## config.mk

```make
export PLATFORM = sky130hd
export DESIGN_NAME = sram_stream_reader
export DESIGN_NICKNAME = d
export VERILOG_FILES = /design/src/rtl/sram_stream_reader.sv
export SDC_FILE = /design/constraint.sdc
export NUM_CORES = 1
export LEC_CHECK = 0
export ABC_AREA = 1
export CAP_MARGIN = 25
export CORE_ASPECT_RATIO = 0.9
export CORE_MARGIN = 4
export CORE_UTILIZATION = 40
export CTS_CLUSTER_DIAMETER = 30
export DETAILED_ROUTE_END_ITERATION = 7
export PLACE_DENSITY = 0.73
export SYNTH_ARGS = -nofsm -noshare
export SYNTH_HDL_FRONTEND = slang
export SYNTH_SLANG_ARGS = --single-unit
```

## constraint.sdc

```tcl
create_clock -name clk -period 5.35 [get_ports clk]
set_input_delay 0.8025 -clock clk [delete_from_list [all_inputs] [get_ports clk]]
set_output_delay 0.8025 -clock clk [all_outputs]
set_load 0.1 [all_outputs]
```

## src/rtl/sram_stream_reader.sv

```systemverilog
// rtl/sram_stream_reader.sv - burst reader from a 1-cycle-latency SRAM into a ready/valid stream
// Optional feature: define SRAM_STREAM_STALL_CNT_EN to add the stall_cnt output.
module sram_stream_reader #(
  parameter int DATA_WIDTH = 12,
  parameter int ADDR_WIDTH = 11
) (
  input  logic                  clk,
  input  logic                  rst_n,
  input  logic                  start,
  input  logic [ADDR_WIDTH-1:0] base_addr,
  input  logic [ADDR_WIDTH:0]   length,
  output logic                  sram_en,
  output logic                  sram_we,
  output logic [ADDR_WIDTH-1:0] sram_addr,
  input  logic [DATA_WIDTH-1:0] sram_data_i,
  output logic                  m_valid,
  input  logic                  m_ready,
  output logic [DATA_WIDTH-1:0] m_data,
  output logic                  m_last,
  output logic                  busy,
  output logic                  done
`ifdef SRAM_STREAM_STALL_CNT_EN
  ,
  output logic [15:0]           stall_cnt
`endif
);

  typedef enum logic [1:0] {IDLE, RUN, DRAIN} state_t;

  localparam logic [ADDR_WIDTH-1:0] PTR_ONE = {{(ADDR_WIDTH-1){1'b0}}, 1'b1};
  localparam logic [ADDR_WIDTH:0]   REM_ONE = {{ADDR_WIDTH{1'b0}}, 1'b1};

  state_t                state, state_nxt;
  logic [ADDR_WIDTH-1:0] rd_ptr;
  logic [ADDR_WIDTH:0]   remaining;
  logic                  inflight;
  logic                  inflight_last;
  logic [DATA_WIDTH-1:0] fifo_data [2];
  logic [1:0]            fifo_last;
  logic                  fifo_wr;
  logic                  fifo_rd;
  logic [1:0]            fifo_count;
  logic                  pop;
  logic                  push;
  logic                  issue;
  logic                  issue_last;
  logic                  accept_start;
  logic [2:0]            credit;

  // A read is outstanding from issue until its word leaves the FIFO; the
  // credit is that count after this cycle's pop, and must stay below 2.
  assign pop          = m_valid & m_ready;
  assign push         = inflight;
  assign accept_start = (state == IDLE) & start;
  assign credit       = {1'b0, fifo_count} + {2'b00, inflight} - {2'b00, pop};
  assign issue_last   = issue & (remaining == REM_ONE);

  assign sram_en   = issue;
  assign sram_we   = 1'b0;
  assign sram_addr = rd_ptr;
  assign busy      = (state != IDLE);
  assign m_valid   = (fifo_count != 2'd0);
  assign m_data    = fifo_data[fifo_rd];
  assign m_last    = m_valid & fifo_last[fifo_rd];

  // Next-state and read-issue decision.
  always_comb begin
    state_nxt = state;
    issue     = 1'b0;
    case (state)
      IDLE: begin
        if (start && (length != '0)) state_nxt = RUN;
      end
      RUN: begin
        issue = (remaining != '0) && (credit < 3'd2);
        if (issue && (remaining == REM_ONE)) state_nxt = DRAIN;
      end
      DRAIN: begin
        if (pop && m_last) state_nxt = IDLE;
      end
      default: state_nxt = IDLE;
    endcase
  end

  // State register.
  always_ff @(posedge clk or negedge rst_n) begin
    if (!rst_n) state <= IDLE;
    else        state <= state_nxt;
  end

  // Read pointer, word countdown and the one-cycle SRAM latency tracker.
  always_ff @(posedge clk or negedge rst_n) begin
    if (!rst_n) begin
      rd_ptr        <= '0;
      remaining     <= '0;
      inflight      <= 1'b0;
      inflight_last <= 1'b0;
    end else begin
      if (accept_start) begin
        rd_ptr    <= base_addr;
        remaining <= length;
      end else if (issue) begin
        rd_ptr    <= rd_ptr + PTR_ONE;
        remaining <= remaining - REM_ONE;
      end
      inflight      <= issue;
      inflight_last <= issue_last;
    end
  end

  // FIFO payload storage; contents are don't-care while the entry is empty.
  always_ff @(posedge clk) begin
    if (push) fifo_data[fifo_wr] <= sram_data_i;
  end

  // FIFO pointers, occupancy and per-entry last-word flag.
  always_ff @(posedge clk or negedge rst_n) begin
    if (!rst_n) begin
      fifo_wr    <= 1'b0;
      fifo_rd    <= 1'b0;
      fifo_count <= 2'd0;
      fifo_last  <= 2'b00;
    end else begin
      if (push) begin
        fifo_last[fifo_wr] <= inflight_last;
        fifo_wr            <= ~fifo_wr;
      end
      if (pop) fifo_rd <= ~fifo_rd;
      case ({push, pop})
        2'b10:   fifo_count <= fifo_count + 2'd1;
        2'b01:   fifo_count <= fifo_count - 2'd1;
        default: fifo_count <= fifo_count;
      endcase
    end
  end

  // Completion pulse: zero-length request, or transfer of the last word.
  always_ff @(posedge clk or negedge rst_n) begin
    if (!rst_n) done <= 1'b0;
    else        done <= (accept_start && (length == '0)) ||
                        ((state == DRAIN) && pop && m_last);
  end

`ifdef SRAM_STREAM_STALL_CNT_EN
  // Saturating count of cycles where a word waits on downstream.
  always_ff @(posedge clk or negedge rst_n) begin
    if (!rst_n)                                    stall_cnt <= 16'h0000;
    else if (accept_start)                         stall_cnt <= 16'h0000;
    else if (m_valid && !m_ready && (stall_cnt != 16'hFFFF)) stall_cnt <= stall_cnt + 16'h0001;
  end
`endif

endmodule

```

==> impl_summary.log <==
[metrics] fin. max-slew vios: 0
[metrics] total track usage: around 16%
[metrics] first-pass iteration count of the detailed router: 4
[metrics] maximum number of pins on one net before global-route repair: 35
[metrics] final antenna-violating net count: 0
[metrics] status: finished clean
[metrics] number of standard cells in the final layout excluding fillers: 555
[metrics] overall die height: approximately 90 um
[metrics] most common library cell in the layout ignoring fill and taps: nand2_1
[metrics] yosys warns: 0
[metrics] antenna violations before repair: 0
[metrics] Filler Cell Count: between 700 and 800
[metrics] Slew HR: between 30% and 40%
[metrics] mean number of vias per cell: ~4.8
[metrics] area of the mapped netlist: approximately 3100 um^2
[metrics] clock skew after layout: just over 0.005 ns
[metrics] number of instances in the synthesized netlist: a little under 400
[metrics] Final nets: around 500
[metrics] final weighted congestion in routability-driven placement: 0.8459
[metrics] Port Buf Inserts: 66
[metrics] Die Span X: 101.1 um
[metrics] Clock Pin Slew Worst Setup and Hold Paths: 0.07 ns
[metrics] largest driver fanout on the critical path: 12
[metrics] Hold Crit Class: reg -> reg
[metrics] Remaining DRCs: 0
[metrics] max cap viols: 0
[metrics] total number of clock tree sinks: 58
[metrics] proportion of layout cells with a drive suffix above 1: a little over 7%
[metrics] global-route wire length before repair: roughly 12000 um
[metrics] Yosys reg bits: just under 60
[metrics] average size of a mapped cell: around 8.0 um^2
[metrics] delay of the slowest critical-path stage: around 0.55 ns
[metrics] floorplan core area: between 7000 and 8000 um^2
[metrics] required time worst endpoint: between 4 and 5 ns
[metrics] leading cell types in the layout, fill and taps excluded: nand2_1, clkdlybuf4s50_1, nand3_1
[metrics] Clk Latency, worst-skew pair: ~0.34 ns
[metrics] Mapped Nets: roughly 430
[metrics] count of hold-fix buffers inserted at cts: 0
[metrics] Critical Path Sink Type: output port
[metrics] minimum clock period: between 4 and 5 ns
[metrics] transition time at the pin with the least slew margin: between 1 and 1.5 ns
[metrics] Area growth syn-to-layout: 29.67%
[metrics] final hold violations: 0
[metrics] share of synthesized area occupied by flip-flops and latches: roughly half
[metrics] Cell Rows: 30
[metrics] number of antenna diodes: 0
[metrics] number of unique standard cell types used by synthesis: 28
[metrics] Clock H-tree levels: 3
[metrics] number of buffers created by CTS: 9
[metrics] routed via count: 2672
[metrics] cells traversed along the worst timing path: clkdlybuf4s50_1 -> nand2_1 -> inv_1 -> nand2_1 -> o21ai_0 -> nand2_1 -> fa_1 -> nand2_1 -> nor2_2 -> nand2_1 -> nor2_2 -> buf_4
[metrics] clock root buffer: clkbuf_8
[metrics] total global routing overflow: 0
[metrics] setup tns final: 0 ns
[metrics] most common cell type on the critical path: nand2_1
[metrics] iteration-0 DRC count of the detailed router: between 100 and 150
[metrics] clk buf depth: 2
[metrics] Post CTS Setup Buffer Count: 0
[metrics] Cell Count Post-Placement: ~540
[metrics] Tcrit/Tclk final: 80.20%
[metrics] setup repair after global routing missed its margin: false
[metrics] half-perimeter wire length of the detailed placement result: about 5000 um
[metrics] Die ar.: around 9300 um^2
[metrics] # IOs: ~70
[metrics] Total Routed Length: slightly below 7000 um
[metrics] final-report setup violation count: 0
[metrics] via count of the first global-routing pass: around 2700
[metrics] crit start category: primary input
[metrics] clock tree from TritonCTS: built
[metrics] worst-path cell with the longest stage delay: clkdlybuf4s50_1
[metrics] fmax: between 0.2 and 0.25 GHz
[metrics] starting density of the core: 41.16%
[metrics] Gates resized, CTS repair: 0
[metrics] category of the critical setup timing path: in -> out
[metrics] Critical Path AT: 3.49 ns
[metrics] DR WL/cell: about 12 um
[metrics] fin util: between 50% and 60%
cells by family after synthesis:
family | count (synthesis) | share of synthesized area [%]
simple gates | 253 | 34.76
other cells | 1 | 0.1202
compound gates | 16 | 2.726
fa+ha+maj | 5 | 2.245
flops | 58 | 50.36
xor+xnor | 11 | 3.087
buf+inv | 44 | 6.696
worst max-delay path, delay by kind of cell:
kind,cells,cell delay [ns]
and+or+nand+nor,7,1.04
adders and majority gates,1,0.50
buffers and inverters,3,0.99
AOI/OAI and AO/OA,1,0.14
routing by layer:
layer  routed length, um  up-vias  GRT usage, %
met2                3305       62         25.54
met5                   0        -             0
met4                  77        0         6.202
li1                    -     1372             -
met3                 409        9         4.259
met1                3115     1229         19.55
metrics by stage:
stage | hold slack, ns | area, um^2 | setup slack, ns
2_1_floorplan | 0.4478 | 3120 | 1.728
3_3_place_gp | 0.4660 | 3814 | 1.178
3_5_place_dp | 0.4787 | 3821 | 1.102
4_1_cts | 0.4970 | 4046 | 1.098
5_1_grt | 0.5261 | 4046 | 0.8888
6_report | 0.4943 | 4046 | 1.059
layout make-up:
cell class / instances / area, um^2 / share of cell area, %
inverter: 31 / 116.4 / 2.876
multi-input combinational: 286 / 1340 / 33.12
clock inverter: 7 / 101.3 / 2.505
tap: 96 / 120.1 / 2.968
sequential: 58 / 1572 / 38.84
timing repair buffer: 68 / 673.1 / 16.64
clock buffer: 9 / 123.9 / 3.061
path summary, 6_finish.rpt:
check,from,end,slack (ns),cells past startpoint
max,m_ready,sram_en,1.06,12
min,fifo_last[1],fifo_last[1],0.49,2
max reg2reg,fifo_count[1],remaining[4],2.77,14
min reg2reg,fifo_last[1],fifo_last[1],0.49,2
max in group asynchronous,rst_n,inflight,4.17,2
min in group asynchronous,rst_n,sram_addr[9],0.87,2
Yosys cell counts, drive strengths merged:
cell | instances | area [um^2]
nor4 | 3 | 18.77
o21bai | 2 | 15.01
and2 | 1 | 6.260
inv | 31 | 116.4
xnor2 | 4 | 35.03
ha | 4 | 50.05
a21oi | 1 | 5.000
clkbuf | 4 | 15.01
edfxtp | 24 | 720.7
nand3 | 56 | 292.8
nand2 | 158 | 605.6
o21ai | 13 | 65.06
dfrtp | 34 | 850.8
nor2 | 31 | 136.4
nand4 | 2 | 12.51
and3 | 1 | 6.260
fa | 1 | 20.02
xor2 | 7 | 61.31
conb | 1 | 3.750
or2 | 1 | 6.260
buf | 9 | 77.57
sequential cells by signal (all words and copies together) (netlist names):
register / count
done: 1
fifo_count: 2
fifo_data: 24
fifo_last: 2
fifo_rd: 1
fifo_wr: 1
inflight: 1
inflight_last: 1
remaining: 12
sram_addr: 11
state: 2
Power is left out: the tool's default activity adds up to more than one toggle a clock period on the data nets, which glitch-free logic cannot reach.
==> variant 1 (config.mk and constraints unchanged) <==
The parameter `ADDR_WIDTH` goes from 11 to 9.
--- a/src/rtl/sram_stream_reader.sv
+++ b/src/rtl/sram_stream_reader.sv
@@ -4,3 +4,3 @@
   parameter int DATA_WIDTH = 12,
-  parameter int ADDR_WIDTH = 11
+  parameter int ADDR_WIDTH = 9
 ) (
Interface: changed (resized base_addr, length and sram_addr); port bits go from 68 to 62. The function was not compared with the original's and may differ.
==> variant 1 against the unedited design <==
Synthesized cell count down 9.8%. Sequential cell count fell by 4. Synthesized area shrank 9.5%. Cell area down 11%. Sequential share of layout area is 2.1 points higher. Hold slack worse by 0.0020 ns. Worst setup slack better by 0.20 ns. Routed wire length shrank 12%.
Power is left out: the tool's default activity adds up to more than one toggle a clock period on the data nets, which glitch-free logic cannot reach.
==> variant 1: results (changes against the unedited design) <==
R2R depth -> 14 (unchanged)
Worst Path Arrival -> 3.29 ns (-0.20 ns)
Clk root buf -> clkbuf_8
Worst-path clk slew -> 0.10 ns (+0.03 ns)
RR Startpoint -> fifo_count[1]$_DFFE_PN0P_
Post-synth top flop -> dfrtp_1
H-tree depth -> 2 (-1)
Largest cells by area after synthesis -> dfrtp_1 (27%), edfxtp_1 (26%), nand2_1 (18%), nand3_1 (6.6%), nor2_1 (4.1%)
Slew margin rel. -> 0.323 (-0.00626)
First-pass GRT wire length -> 9850 um (-16%)
EDFF count, synth -> 24 (unchanged)
Worst min-delay path class -> reg2reg
Outcome -> completed
Vias in the first global route -> 2167 (-18%)
Hold path depth -> 2 (unchanged)
Largest net degree at the start of global routing -> 32 (-8.6%)
I/O Buffers -> 60 (-9.1%)
Hold path endpoint -> fifo_last[0]$_DFFE_PN0P_
Post-CTS sizing -> 0 (unchanged)
Clk_skew -> 0.00280 ns (-0.00240 ns)
Total Wirelength -> 6040 um (-12%)
Crit path max fanout -> 8 (-4)
Synthesis Warnings -> 0 (unchanged)
DPL Wire Length -> 4310 um (-13%)
Total DRC errors in the routed layout -> 0 (unchanged)
Flop2flop setup slack -> 2.37 ns (-0.40 ns)
Beginning of the worst hold path -> fifo_last[0]$_DFFE_PN0P_
Initial DRC count -> 106 (-5.4%)
Unique masters post-synth -> 30 (+7.1%)
Seq/Total Area, Yosys -> 0.521 (+0.0177)
Via count -> 2391 (-11%)
GRT Total Usage -> 0.149 (-0.00761)
Initial antenna violation count -> 0 (unchanged)
Reg with most FFs -> fifo_data
TritonCTS Buffers -> 5 (-4)
Nets -> 448 (-10%)
Layout cells sized above 1 -> 0.0440 (-0.0279)
RePlAce Congestion -> 0.817 (-3.5%)
Synth Net Count -> 390 (-9.7%)
Clk Latency, worst-skew pair -> 0.31 ns (-0.03 ns)
Commonest cells post-synth -> nand2_1 (139), nand3_1 (37), nor2_1 (31)
Post-synth ARST share -> 0.556 (-0.0307)
R2r endpoint -> remaining[4]$_DFFE_PN0P_
Post-route ant nets -> 0 (unchanged)
First drt pass iteration count -> 4 (unchanged)
==> variant 1: cell types whose count changed after synthesis, sizes merged, moves of 2 or more <==
cell / unedited run / this run
nor4: 3 / 0
dfrtp: 34 / 30
nor2: 31 / 33
nand3b: 0 / 2
clkbuf: 4 / 2
o21ai: 13 / 17
xnor2: 4 / 2
xor2: 7 / 3
nand2: 158 / 140
nand3: 56 / 39
==> variant 1: critical path, stage by stage <==
cell and delay, ns:
clkdlybuf4s50_1 0.52, nand2_1 0.12, inv_1 0.07, nand2_1 0.05, o21ai_0 0.12, nand2_1 0.11
fa_1 0.50, nand2_1 0.05, nor2_1 0.17, o21ai_0 0.14, nor2_2 0.28, buf_4 0.36
==> variant 1: cells by family (layout without fill, tap and decap cells) <==
kind of cell | count (synthesis) | after routing | synth area share
compound gates | 24 | 24 | 0.0465
other cells | 1 | 1 | 0.00133
flops | 54 | 54 | 0.521
fa+ha+maj | 5 | 5 | 0.0248
simple gates | 219 | 219 | 0.322
buf+inv | 42 | 101 | 0.0687
xor+xnor | 5 | 5 | 0.0155
==> variant 1: how the worst max path moves through the flow <==
stage	start	end	slack, ns
final	m_ready	sram_en	1.26
after global routing	m_ready	sram_en	1.06
after CTS	m_ready	sram_en	1.25
after detailed placement	m_ready	sram_en	1.27
after global placement	m_ready	sram_en	1.31
after floorplan	fifo_count[1]$_DFFE_PN0P_	sram_en	1.14
==> variant 1: stage by stage <==
stage | util | instance area, um2 | worst slack [ns] | hold slack (ns) | std cells
finish | 0.534 | 3590 | 1.26 | 0.492 | 499
global route | 0.534 | 3590 | 1.06 | 0.522 | 499
CTS | 0.534 | 3590 | 1.25 | 0.499 | 499
detailed placement | 0.517 | 3470 | 1.27 | 0.474 | 491
global placement | 0.515 | 3460 | 1.31 | 0.468 | 490
floorplan | - | 2820 | 1.14 | 0.448 | 350
==> variant 1: per-layer routing <==
metal,vias to the layer above,global-route usage,wire [um]
met5,-,0,0
met1,1075,0.203,2940
met2,80,0.237,2610
li1,1229,-,-
met4,0,0.0510,67
met3,7,0.0309,427
==> variant 1: final cells by class <==
cell class              instances  area, um2
fillers                       642       3140
clock buffers                   5       68.8
flip-flops and latches         54       1470
well taps                      90        113
multi-input cells             254       1160
clock inverters                 3       47.5
repair buffers                 62        617
inverters                      31        116
==> variant 2 (same flow settings) <==
Without the edit above. Re-encode `state_t` (3 states) as one-hot, 3 bits wide.
--- a/src/rtl/sram_stream_reader.sv
+++ b/src/rtl/sram_stream_reader.sv
@@ -27,3 +27,3 @@
 
-  typedef enum logic [1:0] {IDLE, RUN, DRAIN} state_t;
+  typedef enum logic [2:0] {IDLE = 3'b001, RUN = 3'b010, DRAIN = 3'b100} state_t;
 
Formal check against the unedited RTL: no difference found for any inputs over 10 cycles, from zero or initial values and one cycle with rst_n low; not proved beyond that.
==> variant 2 against the unedited design <==
First-iteration DRC count down 4.5%. Synthesized area increased by 0.40%. Die area rose by 0.37%. Critical path depth grew 1. Synthesized cell count grew 2.1%. Non-clock buffer count rose by 2. Sequential cell count grew 1. Worst setup slack improved by 0.046 ns. Cell area rose by 0.31%. Register-to-register slack lost 0.15 ns. Routed wire length rose by 4.8%. Sequential share of layout area is 0.53 points higher.
Power is not shown: default switching activity piles up to over one toggle a cycle in this logic, so the estimate is an artifact.
==> variant 2: results (changes against the unedited design) <==
Slew margin rel. -> 0.332 (+0.00235)
Final hold violations -> 0 (unchanged)
Cell area after placement -> 3860 um2 (+0.95%)
Post-synth ARST share -> 0.593 (+0.00701)
Initial DRC count -> 107 (-4.5%)
First drt pass iteration count -> 4 (unchanged)
Vias per Instance -> 4.82 (about the same)
Placed cell count -> 550 (+2.0%)
Hold path depth -> 2 (unchanged)
Worst Path Arrival -> 3.44 ns (-0.05 ns)
Tmin final -> 4.25 ns (-0.0455 ns)
R2R depth -> 15 (+1)
Place WS -> 1.11 ns (+0.00651 ns)
Largest register FFs -> 24 (unchanged)
Seq/Total Area, Yosys -> 0.510 (+0.00638)
Post-Syn Area per Cell -> 7.91 um2 (-1.6%)
First-pass GRT wire length -> 11900 um (+2.0%)
Worst min-delay path class -> reg2reg
Post-synth top flop -> dfrtp_1
Clk Latency, worst-skew pair -> 0.33 ns
Unique masters post-synth -> 29 (+3.6%)
Layout cells sized above 1 -> 0.0617 (-0.0102)
Beginning of the worst hold path -> fifo_last[0]$_DFFE_PN0P_
Commonest cells post-synth -> nand2_1 (162), nand3_1 (45), dfrtp_1 (34)
Final Util -> 0.535 (+0.00165)
Post-route insts no fill -> 566 (+2.0%)
R2r endpoint -> remaining[0]$_DFFE_PN0P_
EDFF count, synth -> 24 (unchanged)
Flop2flop setup slack -> 2.62 ns (-0.15 ns)
RePlAce Congestion -> 0.838 (-0.95%)
Hold path endpoint -> fifo_last[0]$_DFFE_PN0P_
GRT Total Usage -> 0.161 (+0.00433)
Longest Clk Path Bufs -> 2 (unchanged)
Worst Setup EP -> sram_en
Largest cells by area after synthesis -> dfrtp_1 (27%), edfxtp_1 (23%), nand2_1 (19%), nand3_1 (7.2%), inv_1 (4.0%)
Adder-cell share of the synthesized area -> 0.0224 (-0.0000897)
Hold WS -> 0.491 ns (-0.00301 ns)
Post-CTS sizing -> 0 (unchanged)
Vias in the first global route -> 2636 (-0.83%)
Total DRC errors in the routed layout -> 0 (unchanged)
XOR/XNOR share of the synthesized area -> 0.0280 (-0.00292)
Outcome -> completed
Total Wirelength -> 7240 um (+4.8%)
Clk_skew -> 0.00409 ns (-0.00111 ns)
Synth Net Count -> 440 (+1.9%)
Nets -> 509 (+2.2%)
Crit path max fanout -> 21 (+9)
H-tree depth -> 3 (unchanged)
# fillers -> 685 (-2.4%)
Post-CTS Setup Inserts -> 0 (unchanged)
N_diodes -> 0 (unchanged)
Clk root buf -> clkbuf_8
Post-synthesis mux area share -> 0 (unchanged)
DPL Wire Length -> 5180 um (+4.2%)
Compound-Gate Fraction of Synth Area -> 0.0431 (+0.0159)
Largest net degree at the start of global routing -> 36 (+2.9%)
[variant 2: cell type report]
type	count	share of cell area
Clock buffer	9	0.0305
Tap cell	96	0.0296
Clock inverter	7	0.0191
Sequential cell	59	0.394
Multi-Input combinational cell	291	0.325
Timing Repair Buffer	70	0.170
Inverter	34	0.0314
[variant 2: routing by layer]
metal  up-vias  track usage  wire length (um)
li1       1397            -                 -
met1      1250        0.212              3430
met2        76        0.256              3410
met4         0       0.0509                29
met5         -            0                 0
met3         4       0.0433               371
[variant 2: worst max-delay path: stages]
cell and delay [ns]:
clkdlybuf4s50_1 0.54, nand2_1 0.12, inv_1 0.06, nand2_1 0.06
o21ai_0 0.13, nand2_1 0.12, fa_1 0.44, o21ai_0 0.09
nor2_1 0.09, nand3_2 0.07, buf_4 0.25, clkinv_1 0.32
buf_4 0.34
